## src/rtl/v_hier_qvec_fifo.sv

```systemverilog
// ----------------------------------------------------------------------------
// v_hier_qvec_fifo
//
// Purpose:
//   Sits downstream of the v_hier_sub qvec result bus. Every qvec word marked
//   valid is captured into a small FIFO and handed to a ready/valid consumer.
//   The producer cannot be stalled, so a word that arrives while the FIFO is
//   full is lost and counted. A saturating running sum of accepted words and a
//   saturating drop counter are kept alongside the FIFO and can be cleared
//   without disturbing the queued data.
//
// Ports:
//   clk       in   single clock, all state changes on the rising edge
//   reset     in   synchronous active-high reset; wins over every other input
//   in_vld    in   in_data is valid this cycle (no backpressure)
//   in_data   in   WIDTH-bit qvec word from the upstream stage
//   out_vld   out  FIFO head is valid (FIFO not empty)
//   out_data  out  FIFO head word, forced to 0 while empty
//   out_rdy   in   consumer takes the head when out_vld is high
//   stat_clr  in   synchronous clear of sum and drop_cnt
//   sum       out  saturating sum of accepted words
//   drop_cnt  out  saturating count of words lost to overflow
//   level     out  occupancy, 0..DEPTH
//   full      out  level == DEPTH
//   empty     out  level == 0
// ----------------------------------------------------------------------------
module v_hier_qvec_fifo #(
    parameter int unsigned WIDTH = 4,
    parameter int unsigned DEPTH = 4,
    parameter int unsigned SUM_W = 12,
    parameter int unsigned CNT_W = 8,
    localparam int unsigned AW    = $clog2(DEPTH),
    localparam int unsigned LW    = AW + 1
) (
    input  logic             clk,
    input  logic             reset,
    input  logic             in_vld,
    input  logic [WIDTH-1:0] in_data,
    output logic             out_vld,
    output logic [WIDTH-1:0] out_data,
    input  logic             out_rdy,
    input  logic             stat_clr,
    output logic [SUM_W-1:0] sum,
    output logic [CNT_W-1:0] drop_cnt,
    output logic [LW-1:0]    level,
    output logic             full,
    output logic             empty
);

    // ------------------------------------------------------------------------
    // State
    // ------------------------------------------------------------------------
    // Pointers carry one wrap bit above the index so that full and empty can
    // be told apart when the index bits match.
    logic [LW-1:0]    wr_ptr_q, wr_ptr_d;
    logic [LW-1:0]    rd_ptr_q, rd_ptr_d;
    logic [WIDTH-1:0] mem_q [DEPTH];
    logic [WIDTH-1:0] mem_d [DEPTH];
    logic [SUM_W-1:0] sum_q, sum_d;
    logic [CNT_W-1:0] drop_cnt_q, drop_cnt_d;

    // ------------------------------------------------------------------------
    // Status and handshake decode
    // ------------------------------------------------------------------------
    logic [AW-1:0]  wr_idx;
    logic [AW-1:0]  rd_idx;
    logic           full_w;
    logic           empty_w;
    logic           push;
    logic           pop;
    logic           drop;

    assign wr_idx  = wr_ptr_q[AW-1:0];
    assign rd_idx  = rd_ptr_q[AW-1:0];
    assign empty_w = (wr_ptr_q == rd_ptr_q);
    assign full_w  = (wr_ptr_q[AW] != rd_ptr_q[AW]) && (wr_idx == rd_idx);

    // full is judged on the pre-edge state, so a pop in a full cycle does not
    // free a slot for the word arriving in that same cycle.
    assign push = in_vld & ~full_w;
    assign pop  = ~empty_w & out_rdy;
    assign drop = in_vld & full_w;

    // ------------------------------------------------------------------------
    // Saturating arithmetic
    // ------------------------------------------------------------------------
    // Sum is formed one bit wider than the register so the carry out shows
    // the overflow directly.
    logic [SUM_W:0]   sum_ext;
    logic [SUM_W-1:0] sum_sat;
    logic [CNT_W-1:0] drop_inc;

    always_comb begin
        sum_ext = {1'b0, sum_q} + (SUM_W + 1)'(in_data);
        if (sum_ext[SUM_W]) begin
            sum_sat = '1;
        end else begin
            sum_sat = sum_ext[SUM_W-1:0];
        end
    end

    always_comb begin
        if (drop_cnt_q == '1) begin
            drop_inc = drop_cnt_q;
        end else begin
            drop_inc = drop_cnt_q + CNT_W'(1);
        end
    end

    // ------------------------------------------------------------------------
    // Next-state: FIFO storage and pointers
    // ------------------------------------------------------------------------
    always_comb begin
        mem_d    = mem_q;
        wr_ptr_d = wr_ptr_q;
        rd_ptr_d = rd_ptr_q;

        if (push) begin
            mem_d[wr_idx] = in_data;
            wr_ptr_d      = wr_ptr_q + LW'(1);
        end

        if (pop) begin
            rd_ptr_d = rd_ptr_q + LW'(1);
        end
    end

    // ------------------------------------------------------------------------
    // Next-state: statistics
    // ------------------------------------------------------------------------
    // A clear replaces the old value rather than the update: the current
    // cycle's push or drop still lands on top of the zeroed counter.
    always_comb begin
        sum_d      = sum_q;
        drop_cnt_d = drop_cnt_q;

        if (stat_clr) begin
            sum_d      = push ? SUM_W'(in_data) : '0;
            drop_cnt_d = drop ? CNT_W'(1) : '0;
        end else begin
            if (push) begin
                sum_d = sum_sat;
            end
            if (drop) begin
                drop_cnt_d = drop_inc;
            end
        end
    end

    // ------------------------------------------------------------------------
    // Registers
    // ------------------------------------------------------------------------
    always_ff @(posedge clk) begin
        if (reset) begin
            wr_ptr_q   <= '0;
            rd_ptr_q   <= '0;
            sum_q      <= '0;
            drop_cnt_q <= '0;
            for (int i = 0; i < int'(DEPTH); i++) begin
                mem_q[i] <= '0;
            end
        end else begin
            wr_ptr_q   <= wr_ptr_d;
            rd_ptr_q   <= rd_ptr_d;
            sum_q      <= sum_d;
            drop_cnt_q <= drop_cnt_d;
            for (int i = 0; i < int'(DEPTH); i++) begin
                mem_q[i] <= mem_d[i];
            end
        end
    end

    // ------------------------------------------------------------------------
    // Outputs
    // ------------------------------------------------------------------------
    always_comb begin
        out_vld  = ~empty_w;
        out_data = empty_w ? '0 : mem_q[rd_idx];
        sum      = sum_q;
        drop_cnt = drop_cnt_q;
        level    = wr_ptr_q - rd_ptr_q;
        full     = full_w;
        empty    = empty_w;
    end

endmodule

```

## config.mk

```make
export PLATFORM = sky130hd
export DESIGN_NAME = v_hier_qvec_fifo
export DESIGN_NICKNAME = d
export VERILOG_FILES = /design/src/rtl/v_hier_qvec_fifo.sv
export SDC_FILE = /design/constraint.sdc
export NUM_CORES = 1
export LEC_CHECK = 0
export CAP_MARGIN = 25
export CORE_MARGIN = 5
export CORE_UTILIZATION = 35
export DETAILED_ROUTE_END_ITERATION = 8
export PLACE_DENSITY_LB_ADDON = 0.25
export SYNTH_ARGS = -nofsm -noshare
export SYNTH_HDL_FRONTEND = slang
export SYNTH_SLANG_ARGS = --single-unit
```

## constraint.sdc

```tcl
create_clock -name clk -period 3.4 [get_ports clk]
set_input_delay 0.51 -clock clk [delete_from_list [all_inputs] [get_ports clk]]
set_output_delay 0.51 -clock clk [all_outputs]
set_load 0.05 [all_outputs]
```

==> impl_results.html <==
<table>
<tr><th>Metric</th><th>Value</th></tr>
<tr><th colspan="2">Logic synthesis</th></tr>
<tr><td>Main area contributors after synthesis</td><td>sky130_fd_sc_hd__dfxtp_1 (39%), sky130_fd_sc_hd__ha_1 (6.9%), sky130_fd_sc_hd__a21oi_1 (6.5%), sky130_fd_sc_hd__nand2_1 (6.1%), sky130_fd_sc_hd__nand3_1 (5.5%)</td></tr>
<tr><td>Most frequently used flop master after synthesis</td><td>sky130_fd_sc_hd__dfxtp_1</td></tr>
<tr><td>Area fraction of the dominant cell type after synthesis</td><td>38.84%</td></tr>
<tr><td>Share of flip-flops with an asynchronous set or reset</td><td>0%</td></tr>
<tr><td>Most frequently used cell type in the post-synthesis netlist</td><td>sky130_fd_sc_hd__dfxtp_1</td></tr>
<tr><td>Xor-xnor portion of the synthesized cell area</td><td>between 5 and 6%</td></tr>
<tr><td>Library cell occupying the most area in the post-synthesis netlist</td><td>sky130_fd_sc_hd__dfxtp_1</td></tr>
<tr><td>Unique cell type count in the Yosys netlist</td><td>39</td></tr>
<tr><td>Proportion of synthesized area in mux cells</td><td>approximately 4.2%</td></tr>
<tr><td>Complex-gate fraction of the synthesized area</td><td>between 10 and 15%</td></tr>
<tr><td>Largest family of logic cells by synthesized area</td><td>simple AND/OR/NAND/NOR gates</td></tr>
<tr><td>Yosys warning total</td><td>0</td></tr>
<tr><td>Most common library cells after synthesis</td><td>sky130_fd_sc_hd__dfxtp_1 (42), sky130_fd_sc_hd__nand2_1 (35), sky130_fd_sc_hd__a21oi_1 (28)</td></tr>
<tr><td>Synth Area in Simple Gates</td><td>25.49%</td></tr>
<tr><td>Adder-cell share of the synthesized area</td><td>8.786%</td></tr>
<tr><td>Count of mapped cells out of synthesis</td><td>257</td></tr>
<tr><td>Synthesized area</td><td>2165 um^2</td></tr>
<tr><td>Synthesized Nets</td><td>280</td></tr>
<tr><td>Seq cells post-synth</td><td>42</td></tr>
<tr><td>Syn avg cell area</td><td>between 8 and 9 um^2</td></tr>
<tr><td>Sequential cell area fraction in the yosys report</td><td>approximately two fifths</td></tr>
<tr><td>Number of enable flip-flop cells after synthesis</td><td>0</td></tr>
<tr><th colspan="2">GRT</th></tr>
<tr><td>Sum of overflow across all layers after global routing</td><td>0</td></tr>
<tr><td>Fraction of met1 tracks used by global routing</td><td>a little under a fifth</td></tr>
<tr><td>Met3 routing resource usage after global routing</td><td>under 10%</td></tr>
<tr><td>Combined global-route utilization of all metal layers</td><td>14.11%</td></tr>
<tr><td>Maximum number of pins on one net before global-route repair</td><td>28</td></tr>
<tr><td>Met2 routing resource usage after global routing</td><td>between 20% and 30%</td></tr>
<tr><td>Wire length of the first global-routing pass</td><td>just under 9 mm</td></tr>
<tr><td>Initial antenna violation count</td><td>0</td></tr>
<tr><td>Vias in the first global route</td><td>about 1900</td></tr>
<tr><td>Most heavily used metal layer in global routing</td><td>met2</td></tr>
<tr><th colspan="2">Drt</th></tr>
<tr><td>Via count of the routed design</td><td>1949</td></tr>
<tr><td>Remaining antenna violation count after routing</td><td>0</td></tr>
<tr><td>Detailed-router iteration count before antenna repair</td><td>4</td></tr>
<tr><td>DRC viols</td><td>0</td></tr>
<tr><td>Via-to-Cell Ratio</td><td>5.211</td></tr>
<tr><td>1st-iter DRT viols</td><td>around 140</td></tr>
<tr><td>Total wire length</td><td>around 5.2 mm</td></tr>
<tr><td>Avg WL per Cell</td><td>13.91 um</td></tr>
<tr><th colspan="2">Timing</th></tr>
<tr><td>Period Utilization, post-route</td><td>a little under nine tenths</td></tr>
<tr><td>Setup-failing EPs final</td><td>0</td></tr>
<tr><td>Final period demand of the worst path</td><td>approximately 2900 ps</td></tr>
<tr><td>Max-slew violations</td><td>0</td></tr>
<tr><td>Total negative slack for setup checks</td><td>0 ps</td></tr>
<tr><td>Setup Skew</td><td>7.716 ps</td></tr>
<tr><td>Worst slew slack as a fraction of its limit</td><td>~64%</td></tr>
<tr><td>Maximum clock frequency</td><td>about 340 MHz</td></tr>
<tr><td>Worst-Margin Slew</td><td>around 540 ps</td></tr>
<tr><td>Hold violation count in the final report</td><td>0</td></tr>
<tr><td>RSZ-0062 raised after global routing</td><td>no</td></tr>
<tr><th colspan="2">Clocking</th></tr>
<tr><td>Clock tree from TritonCTS</td><td>done</td></tr>
<tr><td>Clk root buf</td><td>sky130_fd_sc_hd__clkbuf_8</td></tr>
<tr><td>Max clock buf depth</td><td>2</td></tr>
<tr><td>Clk Latency, worst-skew pair</td><td>290 ps</td></tr>
<tr><td>H-tree levels</td><td>2</td></tr>
<tr><td>Number of buffers added to fix hold violations after cts</td><td>0</td></tr>
<tr><td>Number of buffers inserted by post-CTS setup repair</td><td>0</td></tr>
<tr><td>Clock net sink count</td><td>42</td></tr>
<tr><td>Number of gates resized after cts</td><td>0</td></tr>
<tr><td>Number of clock buffers inserted by TritonCTS</td><td>5</td></tr>
<tr><td>Clk pin slew, worst setup/hold paths</td><td>about 80 ps</td></tr>
<tr><th colspan="2">Critical path</th></tr>
<tr><td>Critical path type</td><td>reg2out</td></tr>
<tr><td>Worst r2r src</td><td>sum[0]</td></tr>
<tr><td>Worst reg2reg path endpoint</td><td>sum[11]</td></tr>
<tr><td>CP arrival</td><td>about 2400 ps</td></tr>
<tr><td>Capturing element type of the critical path</td><td>output pin</td></tr>
<tr><td>Worst setup startpoint</td><td>wr_ptr_q[0]</td></tr>
<tr><td>Register-to-register path setup slack</td><td>between 1000 and 1500 ps</td></tr>
<tr><td>Endpoint required time on the critical path</td><td>between 2000 and 3000 ps</td></tr>
<tr><td>Path depth of the worst reg2reg path</td><td>7</td></tr>
<tr><td>Maximum fanout along the worst path</td><td>9</td></tr>
<tr><td>Sort of element at the start of the critical path</td><td>flip-flop</td></tr>
<tr><th colspan="2">Power and ir drop</th></tr>
<tr><td>LEAKAGE</td><td>0.0009829 uW</td></tr>
<tr><td>Worst IR Drop VDD</td><td>between 0.3 and 0.4 mV</td></tr>
<tr><td>Cell area power density</td><td>479.9 nW/um^2</td></tr>
<tr><td>Total power of the final layout</td><td>between 1000 and 1500 uW</td></tr>
<tr><th colspan="2">Cells and area</th></tr>
<tr><td>Non-filler cells in the finished layout</td><td>374</td></tr>
<tr><td>Count of filler cells inserted in the layout</td><td>587</td></tr>
<tr><td>Combined area of the multi-input logic cells</td><td>about 1300 um^2</td></tr>
<tr><td>Area occupied by registers</td><td>between 800 and 900 um^2</td></tr>
<tr><td>Net count of the finished layout</td><td>between 300 and 400</td></tr>
<tr><td>Share of post-route cells with drive strength above 1</td><td>~7.4%</td></tr>
<tr><td>Final antenna diode count</td><td>0</td></tr>
<tr><td>Post-synthesis to final-layout area growth</td><td>26.99%</td></tr>
<tr><th colspan="2">Placed design</th></tr>
<tr><td>Input/output buffers</td><td>38</td></tr>
<tr><td>HPWL after DPL</td><td>roughly 3.8 mm</td></tr>
<tr><td>Global placer's final weighted congestion</td><td>just under 0.8</td></tr>
<tr><td>Cell count after placement</td><td>about 370</td></tr>
<tr><th colspan="2">Floorplan</th></tr>
<tr><td>Die area</td><td>7857 um^2</td></tr>
<tr><td>Height of the die</td><td>between 80 and 90 um</td></tr>
<tr><td>Placeable core region</td><td>roughly 6000 um^2</td></tr>
<tr><td>Effective utilization at floorplan</td><td>between 30% and 40%</td></tr>
<tr><td># IOs</td><td>39</td></tr>
<tr><td>Width of the chip</td><td>between 80 and 90 um</td></tr>
<tr><td>Row cnt</td><td>28</td></tr>
<tr><th colspan="2">Min path</th></tr>
<tr><td>Hold Crit Start</td><td>mem_q[4]</td></tr>
<tr><td>Number of instances on the worst hold path</td><td>2</td></tr>
<tr><td>Type of the most critical hold path</td><td>reg2reg</td></tr>
<tr><td>Worst min-delay path endpoint</td><td>mem_q[4]</td></tr>
<tr><th colspan="2">Status</th></tr>
<tr><td>Status</td><td>finished, final reports clean</td></tr>
<tr><th colspan="2">Flow run</th></tr>
<tr><td>Number of max-capacitance violations reported</td><td>0</td></tr>
</table>
per-layer routing:
layer,vias up,share of wire [%]
met5,-,0
met4,0,1.2
met3,6,4.0
met2,31,46
met1,916,49
li1,996,-
worst max-delay path by stage:
stage	end	slack, ps	cells past startpoint
6_report	out_data[0]	480	5
5_1_grt	out_data[2]	340	5
4_1_cts	out_data[0]	440	5
3_5_place_dp	sum[11]	490	8
3_3_place_gp	sum[11]	520	8
2_1_floorplan	empty	1020	4
layout make-up:
| class | instances | area share (%) |
|---|---|---|
| clock inverters | 1 | 1.092 |
| well taps | 75 | 3.414 |
| clock buffers | 7 | 2.777 |
| repair buffers | 43 | 15.20 |
| flip-flops and latches | 42 | 30.59 |
| multi-input cells | 198 | 45.84 |
| inverters | 8 | 1.092 |
flip-flops by register name, indices dropped and copies added, names as in the netlist:
signal / cells
sum: 12
mem_q: 16
drop_cnt: 8
wr_ptr_q: 3
rd_ptr_q: 3
worst max-delay path, cell delays in order, from the launching register on:
cell	delay [ps]
sky130_fd_sc_hd__dfxtp_1	400
sky130_fd_sc_hd__inv_1	100
sky130_fd_sc_hd__ha_1	360
sky130_fd_sc_hd__nand3_1	280
sky130_fd_sc_hd__and2_1	180
sky130_fd_sc_hd__clkdlybuf4s50_1	800
cells by family after synthesis:
group                      Yosys count
and+or+nand+nor                    113
buffers and inverters               17
xor gates and xnor gates            12
AOI/OAI and AO/OA                   55
muxes                                4
DFF                                 42
adders and majority gates           14
per-stage QoR:
stage	area [um^2]	hold WS (ps)	setup WS [ps]	utilization [%]
after global routing	2749	476.0	341.8	46.16
after detailed placement	2643	447.2	488.6	44.37
final	2749	455.2	476.2	46.16
after floorplan	2165	433.1	1016	-
after global placement	2643	441.9	516.9	44.37
after CTS	2749	459.2	444.8	46.16
power breakdown:
| group | switching [uW] | internal [uW] | leakage (uW) |
|---|---|---|---|
| Clock | 171 | 220 | 0.0000524 |
| Sequential | 16.4 | 511 | 0.000341 |
| Combinational | 259 | 142 | 0.000590 |
cells in the final DEF, fill, tap and decap left out, drive strengths merged, types with 2 or more instances in the layout:
master          n
and2            4
inv             8
nand4           5
or2             2
o21ai          12
xor2            7
clkdlybuf4s50  38
nand3          24
mux4            4
xnor2           5
a21oi          28
ha             12
dfxtp          42
buf             5
o21a            3
clkbuf          7
nor4            2
fa              2
a31oi           4
nand2          35
and3            2
nor3           13
nor2           20
(Power assumes the default switching activity.)
==> RTL change 1: new RTL, same flow settings <==
Make the reset (`reset`) asynchronous in one clocked block. Comments in the files are not updated.
--- a/src/rtl/v_hier_qvec_fifo.sv
+++ b/src/rtl/v_hier_qvec_fifo.sv
@@ -151,5 +151,5 @@
     // Registers
     // ------------------------------------------------------------------------
-    always_ff @(posedge clk) begin
+    always_ff @(posedge clk or posedge reset) begin
         if (reset) begin
             wr_ptr_q   <= '0;
Behaviour: differs if reset is asserted again (counterexample within 4 cycles, from zero or initial values and one cycle with reset high); with reset held inactive, the same outputs for 10 cycles.
==> RTL change 1 against the original RTL <==
Routed wire length fell by 0.35%. Worst setup slack got worse by 0.20 ns. Critical path depth did not move. Register-to-register slack got worse by 0.04 ns. Synthesized cell count fell by 20%. Cell area rose by 5.2%. Global-route usage fell by 0.75 points. Utilization fell by 0.86 points. Sequential cell count did not move. Synthesized area rose by 6.6%. Hold slack improved by 0.054 ns.
Power is not compared: it rests on default switching activity, and its combinational part moved more than twofold at a synthesized area within 25%.
==> RTL change 1: results (changes against the original RTL) <==
stage;metric;value;unit;change
outcome;status;completed;;
routing;drt_pre_antenna_iters;4;;unchanged
global_route;met1_usage;18.6;%;-0.16 points
logic_synthesis;synthTopCellsByCount;dfrtp_1, mux2_2, nand2_1, ha_1, inv_1;;
placement;gp_congestion;0.736;;-4.3%
clocking;clk_pin_slew_worst_paths;0.09;ns;
global_route;grt_pass1_wl;9180;um;+5.8%
setup_path;r2r_slack;1.23;ns;-0.04 ns
setup_path;arrival;2.62;ns;+0.21 ns
logic_synthesis;synth_nets;229;;-18%
routing;wire_per_inst;15.8;um;+13%
clocking;clk_path_buf_depth;2;;unchanged
logic_synthesis;synth_cell_types;45;;+15%
layout;instances_no_fill;329;;-12%
layout;fin_nets;274;;-15%
global_route;met2_usage;20.4;%;-1.8 points
routing;drt_iter0_markers;97;;-29%
global_route;grt_util_all_layers;13.4;%;-0.75 points
global_route;first_global_vias;1844;;-1.0%
clocking;cts_setup_buffers;0;;unchanged
layout;layout-drive-gt1-share;14.3;%;+6.9 points
layout;largest_register_ffs;16;;unchanged
logic_synthesis;seq_area_frac_synth;45.6;%;+6.7 points
routing;via_per_inst;5.39;;+3.4%
clocking;cts_buffers;5;;unchanged
power_and_ir_drop;ir_drop;1340;uV;
global_route;grt_max_degree;43;;+54%
sta;finalClockSkew;0.00894;ns;+0.00122 ns
logic_synthesis;yosys-top-cells-area;dfrtp_1, mux2_2, ha_1;;
global_route;antenna_found_initial;0;;unchanged
logic_synthesis;syn_area_per_cell;11.2;um2;+33%
setup_path;crit_path_max_fanout;8;;-1
logic_synthesis;synth_async_sr_flop_share;100;%;+100 points
layout;top_register;mem_q;;
worst_hold_path;hp-class;reg -> reg;;
logic_synthesis;yosys_warnings;0;;unchanged
clocking;ctsResizeCount;0;;unchanged
placement;dp.cells;321;;-12%
layout;nFillCells;621;;+5.8%
placement;dp_hpwl;3740;um;-1.5%
sta;tightest_slew;0.651;ns;+0.114 ns
clocking;clk_latency;0.30;ns;
global_route;met3_usage;3.39;%;-0.24 points
[RTL change 1: cells by family (layout without fill, tap and decap cells)]
family	count (synthesis)	after routing	share of synthesized area, %
AND/OR/NAND/NOR	58	58	13.9
XOR/XNOR	8	8	3.04
AO/OA/AOI/OAI	47	47	14.4
adder cells (fa/ha/maj)	14	14	8.24
flip-flops	42	42	45.6
multiplexers	21	21	12.2
buffers and inverters	16	62	2.66
[RTL change 1: where the power goes]
part	total [W]	leakage (nW)	switching [W]	internal (W)
Clock	0.000340	0.0472	0.000177	0.000163
Combinational	0.00181	0.600	0.00111	0.000708
Sequential	0.000812	0.533	0.000146	0.000667
Total	0.00297	1.18	0.00143	0.00154
[RTL change 1: layer usage]
metal  vias to the layer above  wire (um)
met2                        34       2320
met5                         -          0
li1                        869          -
met4                         0         57
met1                       864       2600
met3                         6        209
[RTL change 1: worst paths after layout]
path,from,end,cells after the start
setup / recovery,rd_ptr_q[0],out_data[1],5
hold / removal,mem_q[4],mem_q[4],1
setup reg to reg,rd_ptr_q[1],drop_cnt[4],6
hold reg to reg,mem_q[4],mem_q[4],1
max in group asynchronous,reset,sum[0],3
min in group asynchronous,reset,drop_cnt[6],3
[RTL change 1: cell type report]
cell class                 instances  area, um2  share of cell area, %
multi-input combinational        148       1190                   41.3
sequential                        42       1050                   36.3
timing repair buffer              42        410                   14.2
tap                               77       96.3                   3.33
clock buffer                       6       82.6                   2.85
inverter                          12       45.0                   1.56
clock inverter                     2       12.5                  0.433
[RTL change 1: through the flow]
stage | hold WS [ns] | setup slack, ns | utilization, % | power, W | instance area [um2]
2_1_floorplan | 0.474 | 0.974 | - | 0.00210 | 2310
3_3_place_gp | 0.484 | 0.596 | 43.8 | 0.00263 | 2800
3_5_place_dp | 0.491 | 0.576 | 43.8 | 0.00265 | 2800
4_1_cts | 0.511 | 0.228 | 45.3 | 0.00300 | 2890
5_1_grt | 0.517 | 0.110 | 45.3 | 0.00318 | 2890
6_report | 0.509 | 0.272 | 45.3 | 0.00297 | 2890
[RTL change 1: critical path, cell delays in order, from the launching register on]
cell and delay (ns):
dfrtp_1 0.56, ha_1 0.33, and2_1 0.20, nand2_1 0.21, and2_1 0.20, clkdlybuf4s50_1 0.81
==> RTL change 2: new RTL, same flow settings <==
Made on the original files. Set the parameter `DEPTH` to 2 (it was 4).
--- a/src/rtl/v_hier_qvec_fifo.sv
+++ b/src/rtl/v_hier_qvec_fifo.sv
@@ -27,5 +27,5 @@
 module v_hier_qvec_fifo #(
     parameter int unsigned WIDTH = 4,
-    parameter int unsigned DEPTH = 4,
+    parameter int unsigned DEPTH = 2,
     parameter int unsigned SUM_W = 12,
     parameter int unsigned CNT_W = 8,
Ports: changed (resized level); port bits go from 39 to 38. No check against the original RTL was run, so the function may have changed too.
==> RTL change 2 against the original RTL <==
Sequential cell count fell by 10. Cell area fell by 16%. Worst setup slack got worse by 0.050 ns. Sequential power fell by 14%. Largest cell class unchanged. Synthesized area fell by 17%. Utilization fell by 0.10 points. Routed wire length fell by 13%. Fmax fell by 1.7%. Hold slack barely moved. Global-route usage rose by 0.88 points. Sequential share of layout area fell by 3.0 points. Cell count fell by 13%. Power rose by 3.7%.
==> RTL change 2: results (changes against the original RTL) <==
stage;metric;value;unit;change
outcome;status;completed;;
logic_synthesis;muxShareOfSynthArea;3.43;%;-0.73 points
routing;met2_length;2000;um;-16%
logic_synthesis;yosys_register_bits;32;;-24%
global_route;met2_usage;23.1;%;+0.86 points
layout;n_all_inverters;7;;-1
logic_synthesis;synthTopCellsByCount;dfxtp_1, a21oi_1, o21ai_0, nand2_1, nor2_1;;
sta;finalClockSkew;0.00499;ns;-0.00273 ns
routing;drt_iter0_markers;89;;-35%
placement;gp_congestion;0.823;;+6.9%
layout;regArea;641;um2;-24%
routing;drt-total-wl;4530;um;-13%
global_route;first_global_vias;1686;;-9.5%
logic_synthesis;synth_cell_types;43;;+10%
logic_synthesis;syn_area_per_cell;8.23;um2;-2.2%
setup_path;reg2reg_to;drop_cnt[7];;
routing;vias;1752;;-10%
logic_synthesis;synthAdderAreaFrac;5.32;%;-3.5 points
worst_hold_path;min_from;mem_q[2];;
routing;via_per_inst;5.39;;+3.4%
logic_synthesis;synth_compound_area_share;23.7;%;+9.1 points
logic_synthesis;yosys.area_share.xor_xnor;4.34;%;-0.86 points
layout;multi_input_gates;168;;-15%
layout;layout-drive-gt1-share;6.67;%;-0.69 points
setup_path;r2r_slack;1.21;ns;-0.06 ns
setup_path;arrival;2.46;ns;+0.05 ns
sta;slew_headroom;53.4;%;-11 points
setup_path;crit_path_max_fanout;12;;+3
global_route;grt_util_all_layers;15.0;%;+0.88 points
global_route;met1_usage;19.6;%;+0.77 points
logic_synthesis;synth_nets;233;;-17%
placement;port_buffers;37;;-2.6%
layout;nFillCells;519;;-12%
logic_synthesis;yosys-top-cells-area;dfxtp_1, a21oi_1, o21ai_0;;
layout;nonClkBufAreaFrac;16.9;%;+1.7 points
-- RTL change 2: cell count changes after synthesis, moves of 5 or more --
cell	change
nand2_1	-17
nand3_1	-14
dfxtp_1	-10
a21oi_1	-9
o21ai_0	+8
a211oi_1	+6
ha_1	-6
mux2i_1	+5
nor2_1	-5
nor3_1	-5
-- RTL change 2: cell families after synthesis --
group | count (synthesis)
fa+ha+maj | 7
simple gates | 80
mux | 6
compound gates | 67
flops | 32
xor+xnor | 8
buf+inv | 17
-- RTL change 2: critical path, cell delays in order (launching register included) --
cell             delay [ns]
dfxtp_1                0.55
inv_1                  0.09
ha_1                   0.42
inv_1                  0.15
nor2_1                 0.14
clkdlybuf4s50_1        0.82
-- RTL change 2: worst max-delay path by stage --
| stage | startpoint | cells past startpoint | slack (ns) | to |
|---|---|---|---|---|
| global route | wr_ptr_q[0] | 5 | 0.29 | full |
| detailed placement | in_data[0] | 7 | 0.56 | sum[4] |
| floorplan | wr_ptr_q[0] | 6 | 0.32 | out_data[0] |
| global placement | in_data[0] | 7 | 0.69 | sum[4] |
| CTS | wr_ptr_q[0] | 5 | 0.40 | full |
| finish | wr_ptr_q[0] | 5 | 0.43 | full |
-- RTL change 2: stage by stage --
stage	cell area (um2)	worst slack, ns	utilization, %	total power (W)	hold WS, ns
floorplan	1790	0.324	-	0.000885	0.436
global placement	2230	0.695	44.2	0.00106	0.444
detailed placement	2230	0.559	44.2	0.00107	0.447
CTS	2320	0.400	46.1	0.00138	0.457
global route	2320	0.287	46.1	0.00145	0.481
finish	2320	0.426	46.1	0.00137	0.455
-- RTL change 2: report_power, final --
group          switching, W  internal [W]
combinational      0.000402      0.000201
clock              0.000152      0.000162
sequential        0.0000458      0.000407
